[config.mk]
export PLATFORM = sky130hd
export DESIGN_NAME = myip
export DESIGN_NICKNAME = d
export VERILOG_FILES = /design/src/rtl/myip_pkg.sv /design/src/rtl/memory_ram.sv /design/src/rtl/myip.sv
export SDC_FILE = /design/constraint.sdc
export NUM_CORES = 2
export LEC_CHECK = 0
export CAP_MARGIN = 10
export CORE_UTILIZATION = 54
export CTS_CLUSTER_DIAMETER = 200
export DETAILED_ROUTE_END_ITERATION = 7
export PLACE_DENSITY_LB_ADDON = 0.25
export SETUP_SLACK_MARGIN = 0.02
export SYNTH_ARGS = -nofsm -noshare
export SYNTH_HDL_FRONTEND = slang
export SYNTH_HIERARCHICAL = 1
export SYNTH_MEMORY_MAX_BITS = 65536
export SYNTH_SLANG_ARGS = --single-unit
[constraint.sdc]
create_clock -name ACLK -period 4.5 [get_ports ACLK]
set_input_delay 0.9 -clock ACLK [delete_from_list [all_inputs] [get_ports ACLK]]
set_output_delay 0.9 -clock ACLK [all_outputs]
set_load 0.005 [all_outputs]
[src/rtl/myip_pkg.sv]
// Shared constants and state encoding for the matrix-vector coprocessor.
package myip_pkg;

  localparam int unsigned DEF_A_DEPTH_BITS   = 9;
  localparam int unsigned DEF_B_DEPTH_BITS   = 3;
  localparam int unsigned DEF_RES_DEPTH_BITS = 6;
  localparam int unsigned DEF_WIDTH          = 8;
  localparam int unsigned AXIS_W             = 32;

  localparam int unsigned IN_WORDS  = (1 << DEF_A_DEPTH_BITS) + (1 << DEF_B_DEPTH_BITS);
  localparam int unsigned OUT_WORDS = 1 << DEF_RES_DEPTH_BITS;

  typedef logic [1:0] state_t;
  localparam state_t ST_IDLE          = 2'd0;
  localparam state_t ST_READ_INPUTS   = 2'd1;
  localparam state_t ST_COMPUTE       = 2'd2;
  localparam state_t ST_WRITE_OUTPUTS = 2'd3;

endpackage

[src/rtl/memory_ram.sv]
// Single-port synchronous RAM, read-before-write, one-cycle read latency.
module memory_ram #(
  parameter int unsigned depth_bits = 8,
  parameter int unsigned width      = 8
) (
  input  logic                  clk,
  input  logic                  we,
  input  logic [depth_bits-1:0] addr,
  input  logic [width-1:0]      din,
  output logic [width-1:0]      dout
);

  logic [width-1:0] mem [2**depth_bits];

  always_ff @(posedge clk) begin
    if (we) mem[addr] <= din;
    dout <= mem[addr];
  end

endmodule

[src/rtl/myip.sv]
// AXI4-Stream coprocessor: loads A (64x8) and B (8x1), streams out (A*B)/256.
module myip
  import myip_pkg::*;
#(
  parameter int unsigned A_DEPTH_BITS   = DEF_A_DEPTH_BITS,
  parameter int unsigned B_DEPTH_BITS   = DEF_B_DEPTH_BITS,
  parameter int unsigned RES_DEPTH_BITS = DEF_RES_DEPTH_BITS,
  parameter int unsigned WIDTH          = DEF_WIDTH
) (
  input  logic              ACLK,
  input  logic              ARESETN,
  input  logic [AXIS_W-1:0] S_AXIS_TDATA,
  input  logic              S_AXIS_TVALID,
  input  logic              S_AXIS_TLAST,
  output logic              S_AXIS_TREADY,
  output logic [AXIS_W-1:0] M_AXIS_TDATA,
  output logic              M_AXIS_TVALID,
  output logic              M_AXIS_TLAST,
  input  logic              M_AXIS_TREADY
);

  localparam int unsigned CNT_W   = A_DEPTH_BITS + 1;
  localparam int unsigned COL_W   = B_DEPTH_BITS + 1;
  localparam int unsigned FETCH_W = RES_DEPTH_BITS + 1;
  localparam int unsigned ACC_W   = 2 * WIDTH + B_DEPTH_BITS + 1;
  localparam int unsigned A_WORDS = 1 << A_DEPTH_BITS;
  localparam int unsigned ROW_LEN = 1 << B_DEPTH_BITS;
  localparam int unsigned IN_LAST = A_WORDS + ROW_LEN - 1;
  localparam int unsigned N_OUT   = 1 << RES_DEPTH_BITS;

  state_t               state_q, state_d;
  logic [CNT_W-1:0]     in_cnt_q, in_cnt_d;
  logic [RES_DEPTH_BITS-1:0] row_q, row_d;
  logic [COL_W-1:0]     col_q, col_d;
  logic [ACC_W-1:0]     acc_q, acc_d;
  logic                 s_tready_q, s_tready_d;
  logic [FETCH_W-1:0]   fetch_q, fetch_d;
  logic                 pend_q, pend_d;
  logic                 m_tvalid_q, m_tvalid_d;
  logic                 m_tlast_q, m_tlast_d;
  logic [WIDTH-1:0]     m_tdata_q, m_tdata_d;

  logic                      a_we_c, b_we_c, res_we_c;
  logic [A_DEPTH_BITS-1:0]   a_addr_c;
  logic [B_DEPTH_BITS-1:0]   b_addr_c;
  logic [RES_DEPTH_BITS-1:0] res_addr_c;
  logic [WIDTH-1:0]          a_dout, b_dout, res_dout, res_din_c;
  logic [2*WIDTH-1:0]        prod_c;
  logic [FETCH_W-1:0]        fetch_prev_c;
  logic                      s_beat_c, load_c, issue_c;
  logic                      unused_c;

  assign unused_c     = ^{S_AXIS_TLAST, S_AXIS_TDATA[AXIS_W-1:WIDTH]};
  assign s_beat_c     = S_AXIS_TVALID & s_tready_q;
  assign prod_c       = a_dout * b_dout;
  assign fetch_prev_c = fetch_q - FETCH_W'(1);

  // Output prefetch: RAM dout acts as a one-deep stage; its address is held while stalled.
  assign load_c  = (state_q == ST_WRITE_OUTPUTS) && pend_q && (!m_tvalid_q || M_AXIS_TREADY);
  assign issue_c = (state_q == ST_WRITE_OUTPUTS) && (fetch_q < FETCH_W'(N_OUT)) &&
                   (!pend_q || load_c);

  memory_ram #(.depth_bits(A_DEPTH_BITS), .width(WIDTH)) u_ram_a (
    .clk(ACLK), .we(a_we_c), .addr(a_addr_c), .din(S_AXIS_TDATA[WIDTH-1:0]), .dout(a_dout)
  );

  memory_ram #(.depth_bits(B_DEPTH_BITS), .width(WIDTH)) u_ram_b (
    .clk(ACLK), .we(b_we_c), .addr(b_addr_c), .din(S_AXIS_TDATA[WIDTH-1:0]), .dout(b_dout)
  );

  memory_ram #(.depth_bits(RES_DEPTH_BITS), .width(WIDTH)) u_ram_res (
    .clk(ACLK), .we(res_we_c), .addr(res_addr_c), .din(res_din_c), .dout(res_dout)
  );

  // Next-state, counters, MAC and output stage.
  always_comb begin
    state_d    = state_q;
    in_cnt_d   = in_cnt_q;
    row_d      = row_q;
    col_d      = col_q;
    acc_d      = acc_q;
    s_tready_d = s_tready_q;
    fetch_d    = fetch_q;
    pend_d     = pend_q;
    m_tvalid_d = m_tvalid_q;
    m_tlast_d  = m_tlast_q;
    m_tdata_d  = m_tdata_q;
    a_we_c     = 1'b0;
    b_we_c     = 1'b0;
    res_we_c   = 1'b0;
    a_addr_c   = in_cnt_q[A_DEPTH_BITS-1:0];
    b_addr_c   = in_cnt_q[B_DEPTH_BITS-1:0];
    res_addr_c = row_q;
    res_din_c  = acc_q[2*WIDTH-1:WIDTH];

    case (state_q)
      ST_IDLE: begin
        in_cnt_d = '0;
        row_d    = '0;
        col_d    = '0;
        fetch_d  = '0;
        pend_d   = 1'b0;
        if (S_AXIS_TVALID) begin
          state_d    = ST_READ_INPUTS;
          s_tready_d = 1'b1;
        end
      end

      ST_READ_INPUTS: begin
        if (s_beat_c) begin
          if (in_cnt_q < CNT_W'(A_WORDS)) a_we_c = 1'b1;
          else                            b_we_c = 1'b1;
          in_cnt_d = in_cnt_q + CNT_W'(1);
          if (in_cnt_q == CNT_W'(IN_LAST)) begin
            s_tready_d = 1'b0;
            state_d    = ST_COMPUTE;
          end
        end
      end

      // Per row: col 0..7 issue reads, col 1..8 accumulate, col 9 stores the result.
      ST_COMPUTE: begin
        a_addr_c = {row_q, col_q[B_DEPTH_BITS-1:0]};
        b_addr_c = col_q[B_DEPTH_BITS-1:0];
        col_d    = col_q + COL_W'(1);
        if (col_q == '0) begin
          acc_d = '0;
        end else if (col_q <= COL_W'(ROW_LEN)) begin
          acc_d = acc_q + ACC_W'(prod_c);
        end
        if (col_q == COL_W'(ROW_LEN + 1)) begin
          res_we_c = 1'b1;
          col_d    = '0;
          row_d    = row_q + RES_DEPTH_BITS'(1);
          if (row_q == '1) begin
            state_d = ST_WRITE_OUTPUTS;
            fetch_d = '0;
            pend_d  = 1'b0;
          end
        end
      end

      ST_WRITE_OUTPUTS: begin
        res_addr_c = issue_c ? fetch_q[RES_DEPTH_BITS-1:0] : fetch_prev_c[RES_DEPTH_BITS-1:0];
        if (m_tvalid_q && M_AXIS_TREADY) begin
          m_tvalid_d = 1'b0;
          m_tlast_d  = 1'b0;
          if (m_tlast_q) state_d = ST_IDLE;
        end
        if (load_c) begin
          m_tvalid_d = 1'b1;
          m_tdata_d  = res_dout;
          m_tlast_d  = (fetch_prev_c == FETCH_W'(N_OUT - 1));
        end
        if (issue_c) fetch_d = fetch_q + FETCH_W'(1);
        pend_d = issue_c | (pend_q & ~load_c);
      end

      default: state_d = ST_IDLE;
    endcase
  end

  always_ff @(posedge ACLK or negedge ARESETN) begin
    if (!ARESETN) begin
      state_q    <= ST_IDLE;
      in_cnt_q   <= '0;
      row_q      <= '0;
      col_q      <= '0;
      acc_q      <= '0;
      s_tready_q <= 1'b0;
      fetch_q    <= '0;
      pend_q     <= 1'b0;
      m_tvalid_q <= 1'b0;
      m_tlast_q  <= 1'b0;
      m_tdata_q  <= '0;
    end else begin
      state_q    <= state_d;
      in_cnt_q   <= in_cnt_d;
      row_q      <= row_d;
      col_q      <= col_d;
      acc_q      <= acc_d;
      s_tready_q <= s_tready_d;
      fetch_q    <= fetch_d;
      pend_q     <= pend_d;
      m_tvalid_q <= m_tvalid_d;
      m_tlast_q  <= m_tlast_d;
      m_tdata_q  <= m_tdata_d;
    end
  end

  assign S_AXIS_TREADY = s_tready_q;
  assign M_AXIS_TVALID = m_tvalid_q;
  assign M_AXIS_TLAST  = m_tlast_q;
  assign M_AXIS_TDATA  = AXIS_W'(m_tdata_q);

endmodule

### Word-level counts from Yosys, hierarchy flattened

Memory sizes are Yosys's and may differ from the RTL's. A register that Yosys moved wholly into a read port is not among the register bits.
Cells that the tools add are included.

| word-level totals | value |
|---|---|
| input port bits | 37 |
| logic and storage cells | 116 |
| bits in registers | 61 |
| RAM bits | 4672 |
| memories kept | 3 |
| output and inout port bits | 35 |

| operators by class | value |
|---|---|
| multiply operators | 1 |
| bitwise operators | 4 |
| reduce and logical (&&, ||, !) cells | 25 |
| equality and inequality tests | 15 |
| muxes and demuxes | 48 |
| add/subtract/negate cells | 6 |
| $lt $le $gt $ge | 3 |

Memories:

| name | words | width | read ports | clocked after memory_dff | write ports | line | source |
|---|---|---|---|---|---|---|---|
| u_ram_a.mem | 512 | 8 | 1 | 1 | 1 | memory_ram.sv:13 | `logic [width-1:0] mem [2**depth_bits];` |
| u_ram_res.mem | 64 | 8 | 1 | 1 | 1 | memory_ram.sv:13 |  |
| u_ram_b.mem | 8 | 8 | 1 | 1 | 1 | memory_ram.sv:13 |  |

Operator list:

| kind | number |
|---|---|
| two-way mux 20 bit | 2 |
| two-way mux 1 bit | 22 |
| two-way mux 7 bit | 3 |
| case mux 7 bit (3 select lines) | 1 |
| adder 20 x 16 -> 20 bit | 1 |
| case mux 10 bit (2 select lines) | 1 |
| two-way mux 6 bit | 3 |
| multiplier 8 x 8 -> 16 bit | 1 |
| two-way mux 2 bit | 7 |
| != test 2 bit, second input constant | 7 |
| case mux 6 bit (2 select lines) | 1 |
| adder 10 x 1 -> 10 bit, second input constant | 1 |
| equality test 10 bit, second input constant | 1 |
| less-than comparator 10 bit, second input constant | 1 |
| two-way mux 10 bit | 1 |
| AND reduction 2 bit | 5 |
| two-way mux 9 bit | 1 |
| case mux 2 bit (4 select lines) | 1 |
| case mux 4 bit (2 select lines) | 1 |
| AND reduction 4 bit | 2 |
| nonzero test 2 bit | 4 |
| adder 7 x 1 -> 7 bit, second input constant | 1 |
| equality test 7 x 6 -> 1 bit, second input constant | 1 |
| less-than comparator 7 bit, second input constant | 1 |
| other kinds (24) | 32 |

### Logic depth before layout (Yosys ltp)

| depth | value |
|---|---|
| depth in word-level cells | 7 |
| gate-level depth with buffers | 18 |
| mapped depth without buffers | 15 |

### Cells and area by module

Netlist, hierarchy kept.

By module, submodules not included:

| module | sequential area each (sq um) | area each (sq um) | times used | cells an instance |
|---|---|---|---|---|
| memory_ram at u_ram_a | 123158.1 | 158359.4 | 1 | 7575 |
| memory_ram at u_ram_res | 15534.9 | 20449.6 | 1 | 1171 |
| myip | 1426.4 | 5915.7 | 1 | 654 |
| memory_ram at u_ram_b | 2082.0 | 2715.1 | 1 | 129 |

### Worst setup path after synthesis

OpenSTA, ideal clock, no wires.

| path | value |
|---|---|
| path kind | flip-flop to flip-flop |
| start point | reg acc_q[8] |
| end point | reg acc_q[14] |
| setup time | 0.126 ns |
| stages on the path, launching flop included | 13 |
| arrival time | 4.395 ns |
| path buffers | 0 |
| period minus slack after synthesis | 4.521 ns |
| setup slack | -0.021 ns |
| data required time | 4.374 ns |
| cell sequence | dfrtp_1 -> ha_1 -> fa_1 -> fa_1 -> inv_1 -> fa_1 -> inv_1 -> ha_1 -> or4_1 -> a21oi_1 -> a211oi_1 -> mux2i_1 -> a221o_1 |

| on the way | value |
|---|---|
| longest elaborated chain between the ends | 3 |

RTL lines:

| element | line | source |
|---|---|---|
| start: declaration | myip.sv:35 | `logic [ACC_W-1:0] acc_q, acc_d;` |
| start signal: assignment | myip.sv:169 | `acc_q <= '0;` |
| start signal: assignment | myip.sv:181 | `acc_q <= acc_d;` |
| adder 20 x 16 -> 20 bit | myip.sv:129 | `acc_d = acc_q + ACC_W'(prod_c);` |
| two-way mux 20 bit | myip.sv:128 | `end else if (col_q <= COL_W'(ROW_LEN)) begin` |
| two-way mux 20 bit | myip.sv:126 | `if (col_q == '0) begin` |

No other way between the ends. The select of a mux whose other input is x is not followed.
A chain may end at the register's enable or synchronous reset.

### Final worst setup path

| path | value |
|---|---|
| start point | reg state_q[0] |
| end point | reg u_ram_a.dout[6] (read register of u_ram_a.mem) |

| on the way | value |
|---|---|
| longest elaborated chain between the ends | 2 |

RTL lines:

| element | line | source |
|---|---|---|
| start: declaration | myip.sv:31 | `state_t state_q, state_d;` |
| start signal: assignment | myip.sv:177 | `state_q <= state_d;` |
| equality test 2 bit | myip.sv:96 | `case (state_q)` |
| two-way mux 9 bit | myip.sv:96 |  |
| named net a_addr_c[8] | myip.sv:44 | `logic [A_DEPTH_BITS-1:0] a_addr_c;` |
| end: declaration | memory_ram.sv:10 | `output logic [width-1:0] dout` |

The timed path passes the listed nets, and every way through them passes these cells.

==> flow_metrics.py <==
metrics = {
    "run_status": {
        "outcome": "complete, but fails checks",
        "violations": "setup timing",
    },
    "grt": {
        "overflow": 0,
        "antenna_found_initial": 22,
        "grt_use_total": 0.292,
        "grt_pass1_vias": 102000,
        "grt_pass1_wl_um": 731000,
        "grt_max_degree": 132,
    },
    "setup_path": {
        "critPathMaxStageDelay_ns": 0.90,
        "path_max_fanout": 15,
        "r2r_start": "state_q[0]$_DFFE_PN0P_",
        "worstPathRequired_ns": 5.43,
        "start_kind": "flip-flop",
        "crit_top_cell": "buf_4",
        "critPathSlowestCell": "a211oi_1",
        "crit_type": "reg -> reg",
        "cp_cell_sequence": "inv_2 -> ha_4 -> buf_4 -> mux2_2 -> buf_4 -> nor3b_2 -> nand2_1 -> a211oi_1 -> a211o_1 -> nor3_2 -> buf_4 -> and4b_1 -> nand4_1 -> buf_4",
        "reg2reg_to": "u_ram_a/dout[6]$_DFF_P_",
        "endpoint_kind": "flip-flop",
        "arrival_ns": 5.48,
        "rr_worst_depth": 14,
        "rrSetupSlack_ns": -0.05,
    },
    "synth": {
        "synth_edf_count": 4672,
        "netlist_area_um2": 187000,
        "ys_async_sr_fraction": 0.0120,
        "ys_seq_elements": 4753,
        "synth_cell_types": 97,
        "syn-instance-count": 9529,
        "ys.flop_type": "edfxtp_1",
        "yosysTopAreaCellShare": 0.748,
        "yosys-top-cells-area": "edfxtp_1, mux4_2, mux2i_1",
        "yosysWarnings": 6,
        "seq_area_frac_synth": 0.759,
        "yosys.area.top_type": "edfxtp_1",
        "syn_avg_cell_area_um2": 19.7,
    },
    "sta": {
        "hold_viol": 0,
        "drv_slew": 0,
        "tightest_slew_ns": 1.19,
        "fin_crit_sh": 1.01,
        "layout_setup_ws_ns": -0.0530,
        "finalClockSkew_ns": 0.0868,
        "fin_crit_ns": 4.55,
        "setup_tns_ns": -0.0530,
        "hold_slack_ns": 0.0118,
        "setup_viol": 1,
        "relSlewSlack": 0.204,
        "max_freq_mhz": 220,
    },
    "route": {
        "drt-vias-per-instance": 6.49,
        "vias": 102000,
        "wl_per_cell_um": 32.4,
        "dr.pass1.iters": 6,
        "antenna_left": 0,
        "postRouteWirelength_um": 511000,
        "drtIter0Drc": 13700,
        "drc": 0,
    },
    "floorplanning": {
        "die-area_um2": 349000,
        "start_util": 0.545,
        "die_w_um": 591,
        "io_pins": 72,
        "die_h_um": 591,
        "rows": 215,
        "core_um2": 344000,
    },
    "final_layout": {
        "utilization": 0.635,
        "fin_nets": 11000,
        "drive_gt1_frac": 0.279,
        "area_delta_synth_final_pct": 16.6,
        "instances_no_fill": 15800,
    },
    "worst_hold_path": {
        "hp-class": "in -> async",
    },
    "placed_design": {
        "placed_cells": 14900,
        "dpl.hpwl_um": 332000,
        "io_buffer_count": 22,
        "gp_congestion": 0.953,
    },
    "power_and_ir_drop": {
        "p_leak_uw": 0.0707,
        "peakVddDrop_uv": 1670,
        "power_density_nw_per_um2": 575,
    },
    "flow_run": {
        "max_cap_viol_count": 0,
    },
    "cts": {
        "cts_tree": "done",
        "clkLatencyLatePin_ns": 1.03,
        "htree_num_levels": 5,
        "numCtsBuffers": 463,
        "hold_buffers": 0,
        "root_buffer": "clkbuf_16",
        "clk_pin_slew_ns": 0.06,
        "clk_path_buf_depth": 4,
        "clkSinkCount": 4753,
    },
}
==> cells in the final DEF (no fill, tap or decap), types with 128 or more instances in the layout <==
master,instances
nand2_1,244
clkbuf_16,468
mux4_2,865
nor2_1,657
a22oi_1,217
buf_4,1257
edfxtp_1,4672
o22ai_1,141
mux2i_1,504
buf_12,128
==> kinds of logic (layout without fill, tap and decap cells) <==
kind of cell               Yosys count  count (layout)  share of synthesized area
xor gates and xnor gates            24              24                    0.00112
AOI/OAI and AO/OA                 1083            1083                     0.0418
other                                1              31                  0.0000200
DFF                               4753            4753                      0.759
buffers and inverters              731            2390                     0.0195
and+or+nand+nor                   1405            1405                     0.0352
adders and majority gates           94              94                    0.00828
muxes                             1438            1441                      0.135
==> power by group <==
group	leakage (uW)	total, uW	switching (uW)	internal, uW
sequential	0.0430	49800	418	49400
combinational	0.0205	37700	20600	17100
clock	0.00720	38200	16600	21600
==> registers in the layout (all words and copies together), names as in the netlist, 7 cells and up <==
name	cells
u_ram_res/dout	8
fetch_q	7
acc_q	16
u_ram_b/mem	64
u_ram_a/dout	8
m_tdata_q	8
u_ram_b/dout	8
u_ram_res/mem	512
u_ram_a/mem	4096
in_cnt_q	10
==> through the flow <==
stage	setup WS [ns]	cell area, um^2	total power [uW]
2_1_floorplan	0.234	188000	74700
3_3_place_gp	-0.769	203000	86600
3_5_place_dp	-0.737	203000	87000
4_1_cts	0.0112	218000	125000
5_1_grt	-0.109	218000	130000
6_report	-0.0530	218000	126000
==> what timing repair did <==
item | 4_1_cts | 5_1_grt
buffers inserted | 11 | 11
cloned | 4 | 3
gates resized for setup | 89 | 26
pin swaps | 7 | 9
setup endpoints to repair | 15 | 14
==> Yosys cell counts (18+ instances only) <==
cell	count
o22ai_1	142
edfxtp_1	4672
nor4_1	41
nor2b_1	38
inv_1	115
a22oi_1	223
and3_1	37
dfxtp_1	24
nand2_1	250
nand3_1	77
ha_1	44
dfrtp_1	57
buf_4	84
mux2i_1	506
o21ai_0	76
a221oi_1	113
mux4_2	865
fa_1	50
a32oi_1	34
buf_2	218
buf_6	32
nor2_1	668
o221ai_1	22
nor3_1	29
and2_1	62
nand4_1	57
a211oi_1	46
a31oi_1	92
nand2b_1	35
mux2_2	48
o211ai_1	18
a21oi_1	126
buf_1	27
clkbuf_1	247
a22o_1	68
==> routing by layer <==
metal  wire [um]  share of wire  GRT usage
met5         140        0.00027          0
met4       25600          0.050      0.128
met3       56500           0.11     0.0592
met2      238000           0.47      0.454
met1      191000           0.37      0.405
==> how the worst max path moves through the flow <==
stage | from | end | slack [ns]
after global placement | state_q[0]$_DFFE_PN0P_ | u_ram_a/dout[2]$_DFF_P_ | -0.77
after detailed placement | state_q[0]$_DFFE_PN0P_ | u_ram_a/dout[2]$_DFF_P_ | -0.74
after global routing | u_ram_b/dout[6]$_DFF_P_ | acc_q[14]$_DFFE_PN0P_ | -0.11
after floorplan | u_ram_b/dout[0]$_DFF_P_ | acc_q[14]$_DFFE_PN0P_ | 0.23
after CTS | state_q[0]$_DFFE_PN0P_ | u_ram_a/dout[2]$_DFF_P_ | 0.01
final | state_q[0]$_DFFE_PN0P_ | u_ram_a/dout[6]$_DFF_P_ | -0.05
==> worst max-delay path, delay by kind of cell, from the launching register on <==
family                   cells  cell delay (ns)
AND/OR/NAND/NOR              5             1.52
AO/OA/AOI/OAI                2             1.20
buffers and inverters        5             0.79
flip-flops                   1             0.39
multiplexers                 1             0.36
adder cells (fa/ha/maj)      1             0.17
==> area by class of cell <==
class | count | area (um^2)
sequential | 4753 | 142000
multi-input combinational | 4071 | 42500
timing repair buffer | 1431 | 12700
inverter | 116 | 443
clock buffer | 561 | 12000
clock inverter | 282 | 2880
tap | 4557 | 5700
antenna | 7 | 17.5
fill | 22800 | 126000
No activity file was read; power rests on OpenSTA's default activity.
